$ cat src/rtl/mem_wb_buf_pkg.sv
// mem_wb_buf_pkg: shared limits and reset constants for the MEM/WB write-back buffer.
`default_nettype none

package mem_wb_buf_pkg;

    localparam int          MEMWB_DEPTH_MAX = 4;
    localparam int          MEMWB_CH_MAX    = 4;

    localparam logic [4:0]  NOPRegAddr      = 5'b00000;
    localparam logic [31:0] ZeroWord        = 32'h0000_0000;
    localparam logic        WriteDisable    = 1'b0;

endpackage : mem_wb_buf_pkg

`default_nettype wire

$ cat src/rtl/pipe_fifo_ctrl.sv
// pipe_fifo_ctrl: read/write pointers and occupancy counter for a DEPTH-entry circular buffer.
`default_nettype none

module pipe_fifo_ctrl #(
    parameter int DEPTH = 2,
    parameter int PTR_W = (DEPTH > 1) ? $clog2(DEPTH) : 1,
    parameter int CNT_W = $clog2(DEPTH + 1)
) (
    input  logic             clk,
    input  logic             rst,
    input  logic             i_push,
    input  logic             i_pop,
    input  logic             i_flush,
    output logic [PTR_W-1:0] o_wr_ptr,
    output logic [PTR_W-1:0] o_rd_ptr,
    output logic [CNT_W-1:0] o_cnt,
    output logic             o_full,
    output logic             o_empty
);

    localparam logic [PTR_W-1:0] c_LAST = PTR_W'(DEPTH - 1);
    localparam logic [CNT_W-1:0] c_FULL = CNT_W'(DEPTH);

    logic [PTR_W-1:0] r_wr_ptr;
    logic [PTR_W-1:0] r_rd_ptr;
    logic [CNT_W-1:0] r_cnt;
    logic             w_push;
    logic             w_pop;

    // Explicit wrap so non-power-of-two depths stay in range.
    function automatic logic [PTR_W-1:0] f_inc(input logic [PTR_W-1:0] p);
        return (p == c_LAST) ? '0 : p + PTR_W'(1);
    endfunction

    assign o_full  = (r_cnt == c_FULL);
    assign o_empty = (r_cnt == '0);
    assign w_push  = i_push && !o_full;
    assign w_pop   = i_pop && !o_empty;

    always_ff @(posedge clk or negedge rst) begin
        if (!rst) begin
            r_wr_ptr <= '0;
            r_rd_ptr <= '0;
            r_cnt    <= '0;
        end else if (i_flush) begin
            r_wr_ptr <= '0;
            r_rd_ptr <= '0;
            r_cnt    <= '0;
        end else begin
            if (w_push) begin
                r_wr_ptr <= f_inc(r_wr_ptr);
            end
            if (w_pop) begin
                r_rd_ptr <= f_inc(r_rd_ptr);
            end
            if (w_push && !w_pop) begin
                r_cnt <= r_cnt + CNT_W'(1);
            end else if (w_pop && !w_push) begin
                r_cnt <= r_cnt - CNT_W'(1);
            end
        end
    end

    assign o_wr_ptr = r_wr_ptr;
    assign o_rd_ptr = r_rd_ptr;
    assign o_cnt    = r_cnt;

endmodule : pipe_fifo_ctrl

`default_nettype wire

$ cat src/rtl/mem_wb_buf.sv
// mem_wb_buf: MEM/WB stage as a small in-order multi-channel buffer with valid/ready write-back.
`default_nettype none

module mem_wb_buf
    import mem_wb_buf_pkg::*;
#(
    parameter int DATA_W    = 32,
    parameter int ADDR_W    = 5,
    parameter int NUM_CH    = 2,
    parameter int DEPTH     = 2,
    parameter int STALL_BIT = 4
) (
    input  logic                       clk,
    input  logic                       rst,
    input  logic [5:0]                 stall,
    input  logic                       flush,
    input  logic                       in_valid,
    output logic                       in_ready,
    input  logic [NUM_CH*ADDR_W-1:0]   in_wd,
    input  logic [NUM_CH-1:0]          in_wreg,
    input  logic [NUM_CH*DATA_W-1:0]   in_wdata,
    output logic                       out_valid,
    input  logic                       out_ready,
    output logic [NUM_CH*ADDR_W-1:0]   out_wd,
    output logic [NUM_CH-1:0]          out_wreg,
    output logic [NUM_CH*DATA_W-1:0]   out_wdata,
    output logic [$clog2(DEPTH+1)-1:0] count,
    output logic                       stallreq
);

    localparam int PTR_W = (DEPTH > 1) ? $clog2(DEPTH) : 1;
    localparam int CNT_W = $clog2(DEPTH + 1);

    logic [PTR_W-1:0]         w_wr_ptr;
    logic [PTR_W-1:0]         w_rd_ptr;
    logic [CNT_W-1:0]         w_cnt;
    logic                     w_full;
    logic                     w_empty;
    logic                     w_push;
    logic                     w_pop;

    logic [NUM_CH*ADDR_W-1:0] r_wd    [DEPTH];
    logic [NUM_CH-1:0]        r_wreg  [DEPTH];
    logic [NUM_CH*DATA_W-1:0] r_wdata [DEPTH];

    // in_ready depends only on registered state, stall and flush, never on out_ready.
    assign in_ready = !w_full && !stall[STALL_BIT] && !flush;
    assign w_push   = in_valid && in_ready;
    assign w_pop    = !w_empty && out_ready && !flush;

    pipe_fifo_ctrl #(
        .DEPTH (DEPTH),
        .PTR_W (PTR_W),
        .CNT_W (CNT_W)
    ) u_ctrl (
        .clk      (clk),
        .rst      (rst),
        .i_push   (w_push),
        .i_pop    (w_pop),
        .i_flush  (flush),
        .o_wr_ptr (w_wr_ptr),
        .o_rd_ptr (w_rd_ptr),
        .o_cnt    (w_cnt),
        .o_full   (w_full),
        .o_empty  (w_empty)
    );

    always_ff @(posedge clk or negedge rst) begin
        if (!rst) begin
            for (int i = 0; i < DEPTH; i++) begin
                r_wd[i]    <= {NUM_CH{ADDR_W'(NOPRegAddr)}};
                r_wreg[i]  <= {NUM_CH{WriteDisable}};
                r_wdata[i] <= {NUM_CH{DATA_W'(ZeroWord)}};
            end
        end else if (w_push) begin
            r_wd[w_wr_ptr]    <= in_wd;
            r_wreg[w_wr_ptr]  <= in_wreg;
            r_wdata[w_wr_ptr] <= in_wdata;
        end
    end

    assign out_valid = !w_empty;
    assign out_wd    = r_wd[w_rd_ptr];
    assign out_wdata = r_wdata[w_rd_ptr];
    // An empty buffer must never raise a register-file write enable.
    assign out_wreg  = out_valid ? r_wreg[w_rd_ptr] : {NUM_CH{WriteDisable}};
    assign count     = w_cnt;
    assign stallreq  = w_full;

endmodule : mem_wb_buf

`default_nettype wire

$ cat config.mk
export PLATFORM = sky130hd
export DESIGN_NAME = mem_wb_buf
export DESIGN_NICKNAME = d
export VERILOG_FILES = /design/src/rtl/mem_wb_buf_pkg.sv /design/src/rtl/pipe_fifo_ctrl.sv /design/src/rtl/mem_wb_buf.sv
export SDC_FILE = /design/constraint.sdc
export NUM_CORES = 1
export LEC_CHECK = 0
export CORE_MARGIN = 2
export CORE_UTILIZATION = 35
export CTS_CLUSTER_SIZE = 25
export DETAILED_ROUTE_END_ITERATION = 10
export HOLD_SLACK_MARGIN = 0.03
export SLEW_MARGIN = 15
export SYNTH_ARGS = -nofsm -noshare
export SYNTH_HDL_FRONTEND = slang
export SYNTH_HIERARCHICAL = 1
export SYNTH_SLANG_ARGS = --single-unit
$ cat constraint.sdc
create_clock -name clk -period 5.3 [get_ports clk]
set_input_delay 1.59 -clock clk [delete_from_list [all_inputs] [get_ports clk]]
set_output_delay 1.59 -clock clk [all_outputs]
set_load 0.02 [all_outputs]
==> reports/metrics.yaml <==
synth:
  synth.most_common_cell: "mux2_2"
  synth_top_area_frac: 0.574
  synth_flop_cell: "dfrtp_1"
  synth_compound_area_frac: 0.00368
  synth_area_per_cell_um2: 15.7
  synth_seq_area_share: 0.574
  synth_commonest_cells: "mux2_2, dfrtp_1, mux2_1"
  ys_types: 22
  synth-simple-area-share: 0.0134
  ys_seq_elements: 156
  synth_top_family_by_area: "multiplexers"
  synth_edf_count: 0
  netlist_area_um2: 6800
  async_flop_share: 1.00
  syn_nets: 521
  netlist_top_cells_area: "dfrtp_1, mux2_2, mux2_1, buf_6, buf_2"
  synth_fa_ha_area_frac: 0.00184
  yosys_warnings: 6
  syn_inst: 433
  yosys.area_share.xor_xnor: 0.00386
  synthMuxAreaShare: 0.377
  synth_largest_area_cell: "dfrtp_1"
worst_setup_path:
  crit_top_cell: "clkdlybuf4s50_1"
  cp.buffers_inverters: 2
  end_kind: "primary output"
  critPathLaunch: "flush"
  crit_type: "input pin to primary output"
  cp_max_fo: 7
  max_stage_delay_ns: 0.64
  path_cells: "clkdlybuf4s50_1 -> nor3_1 -> clkdlybuf4s50_1"
  cp.required_ns: 3.71
  crit_slowest_cell: "clkdlybuf4s50_1"
  crit_family: "buffers and inverters"
  cp-start-kind: "input pin"
  cp.arrival_ns: 3.07
  r2r_start: "u_ctrl/o_cnt[1]$_DFFE_PN0P_"
floorplan:
  coreArea_um2: 18900
  dieArea_um2: 20600
  die_x_um: 143
  start_util: 0.360
  ios: 168
  core.rowCount: 50
  die_h_um: 143
sta:
  skew_ns: 0.00945
  grt_setup_unrepaired: "no"
  worstMarginPinSlew_ns: 1.15
  hold_viol: 0
  period_share: 0.880
  fin_crit_ns: 4.66
  finalMaxSlewViolations: 0
  setup_viol: 0
  timing.fmax_mhz: 215
  setup_tns_ns: 0
  slew_headroom: 0.233
  setup_ws_ns: 0.639
cells_and_area:
  num-nets-final: 682
  syn_to_final_growth_pct: 36.3
  drive_above_1_share: 0.372
  final_util: 0.491
clocking:
  holdBufCountCts: 0
  post_cts_buffers: 0
  cts.sinks: 156
  numCtsBuffers: 17
  htreeDepth: 4
  clk_pin_slew_ns: 0.05
  insertion_delay_ns: 0.41
  cts_tree: "yes"
  ctsResizeCount: 0
  clk_path_buf_depth: 2
  cts_root_buf: "clkbuf_16"
drt:
  wl_per_cell_um: 16.9
  drt_drc_violations_left: 0
  routed_wl_um: 14700
  vias: 4130
  ant_nets: 0
  drtIter0Drc: 96
  via_per_inst: 4.76
  drt-pass1-iter-count: 4
placement:
  place_congestion: 0.741
  dp_slack_ns: 0.645
  port_buffers: 162
  dp.final_hpwl_um: 9470
pwr:
  vdd.ir_drop.worst_uv: 217
  powerDensity_nw_per_um2: 416
  p_leak_nw: 3.98
  p_total_mw: 3.86
global_route:
  track_usage: 0.148
  antenna_found_initial: 0
  grt_pass1_vias: 4637
  grt-ovfl-total: 0
  grt_pass1_wl_um: 23600
  grt_max_degree: 98
run:
  drv_cap: 0
run_status:
  status: "completed"
worst_hold_path:
  hold_path.startpoint: "r_wdata[126]$_DFFE_PN0P_"
  hold_path_class: "flip-flop to flip-flop"
==> cell families (layout without fill, tap and decap cells) <==
logic type               after synthesis  after routing
XOR/XNOR                               3              3
AND/OR/NAND/NOR                       14             14
multiplexers                         228            228
buffers and inverters                 26            200
adder cells (fa/ha/maj)                1              1
other                                  0              1
AO/OA/AOI/OAI                          5              5
flip-flops                           156            156
==> cell usage in the layout (no fill, tap or decap), drive strengths merged <==
cell type	n
ha	1
bufinv	3
clkbuf	23
nor2b	1
inv	3
nand2	1
nor2	6
dfrtp	156
and2b	1
a21oi	2
o21ai	3
mux2i	2
buf	5
or3	2
nor3b	1
xor2	3
nor3	1
clkdlybuf4s50	161
nor4b	1
diode	1
mux2	226
clkinvlp	2
clkinv	3
==> flip-flops by register name, summed over array words and instances (netlist names) <==
register         cells
r_wd                20
r_wdata            128
r_wreg               4
u_ctrl/o_cnt         2
u_ctrl/o_rd_ptr      1
u_ctrl/o_wr_ptr      1
==> layer usage <==
metal  wire length (um)  track usage  vias to the layer above
met1               6710        0.186                     2126
met4                215       0.0568                        0
met3                637       0.0363                       14
li1                   -            -                     1886
met2               7140        0.248                      104
met5                  0            0                        -
==> layout make-up <==
type / count / area [um^2]
Antenna cell: 1 / 2.50
Clock buffer: 23 / 488
Clock inverter: 9 / 133
Fill cell: 1652 / 9620
Inverter: 2 / 7.51
Multi-Input combinational cell: 251 / 2730
Sequential cell: 156 / 3910
Tap cell: 260 / 325
Timing Repair Buffer: 166 / 1680
==> metrics by stage <==
stage          cells  instance area, um^2  hold slack, ns
2_1_floorplan    433                 6800           0.454
3_3_place_gp     835                 8650           0.463
3_5_place_dp     835                 8650           0.473
4_1_cts          867                 9270           0.488
5_1_grt          867                 9270           0.499
6_report         868                 9270           0.480
==> power by group <==
group	leakage (nW)	internal, mW	total, mW	switching [mW]
Clock	0.300	0.793	1.26	0.472
Combinational	1.72	0.586	1.01	0.426
Sequential	1.95	1.46	1.58	0.123
==> worst paths after layout <==
check	to	slack, ns	cells past startpoint
min in group asynchronous	r_wdata[9]$_DFFE_PN0P_	1.25	1
min	r_wdata[126]$_DFFE_PN0P_	0.48	1
min reg2reg	r_wdata[126]$_DFFE_PN0P_	0.48	1
max in group asynchronous	r_wd[1]$_DFFE_PN0P_	2.96	2
max	in_ready	0.64	3
max reg2reg	r_wdata[43]$_DFFE_PN0P_	2.94	4
No activity file was read; power rests on OpenSTA's default activity.
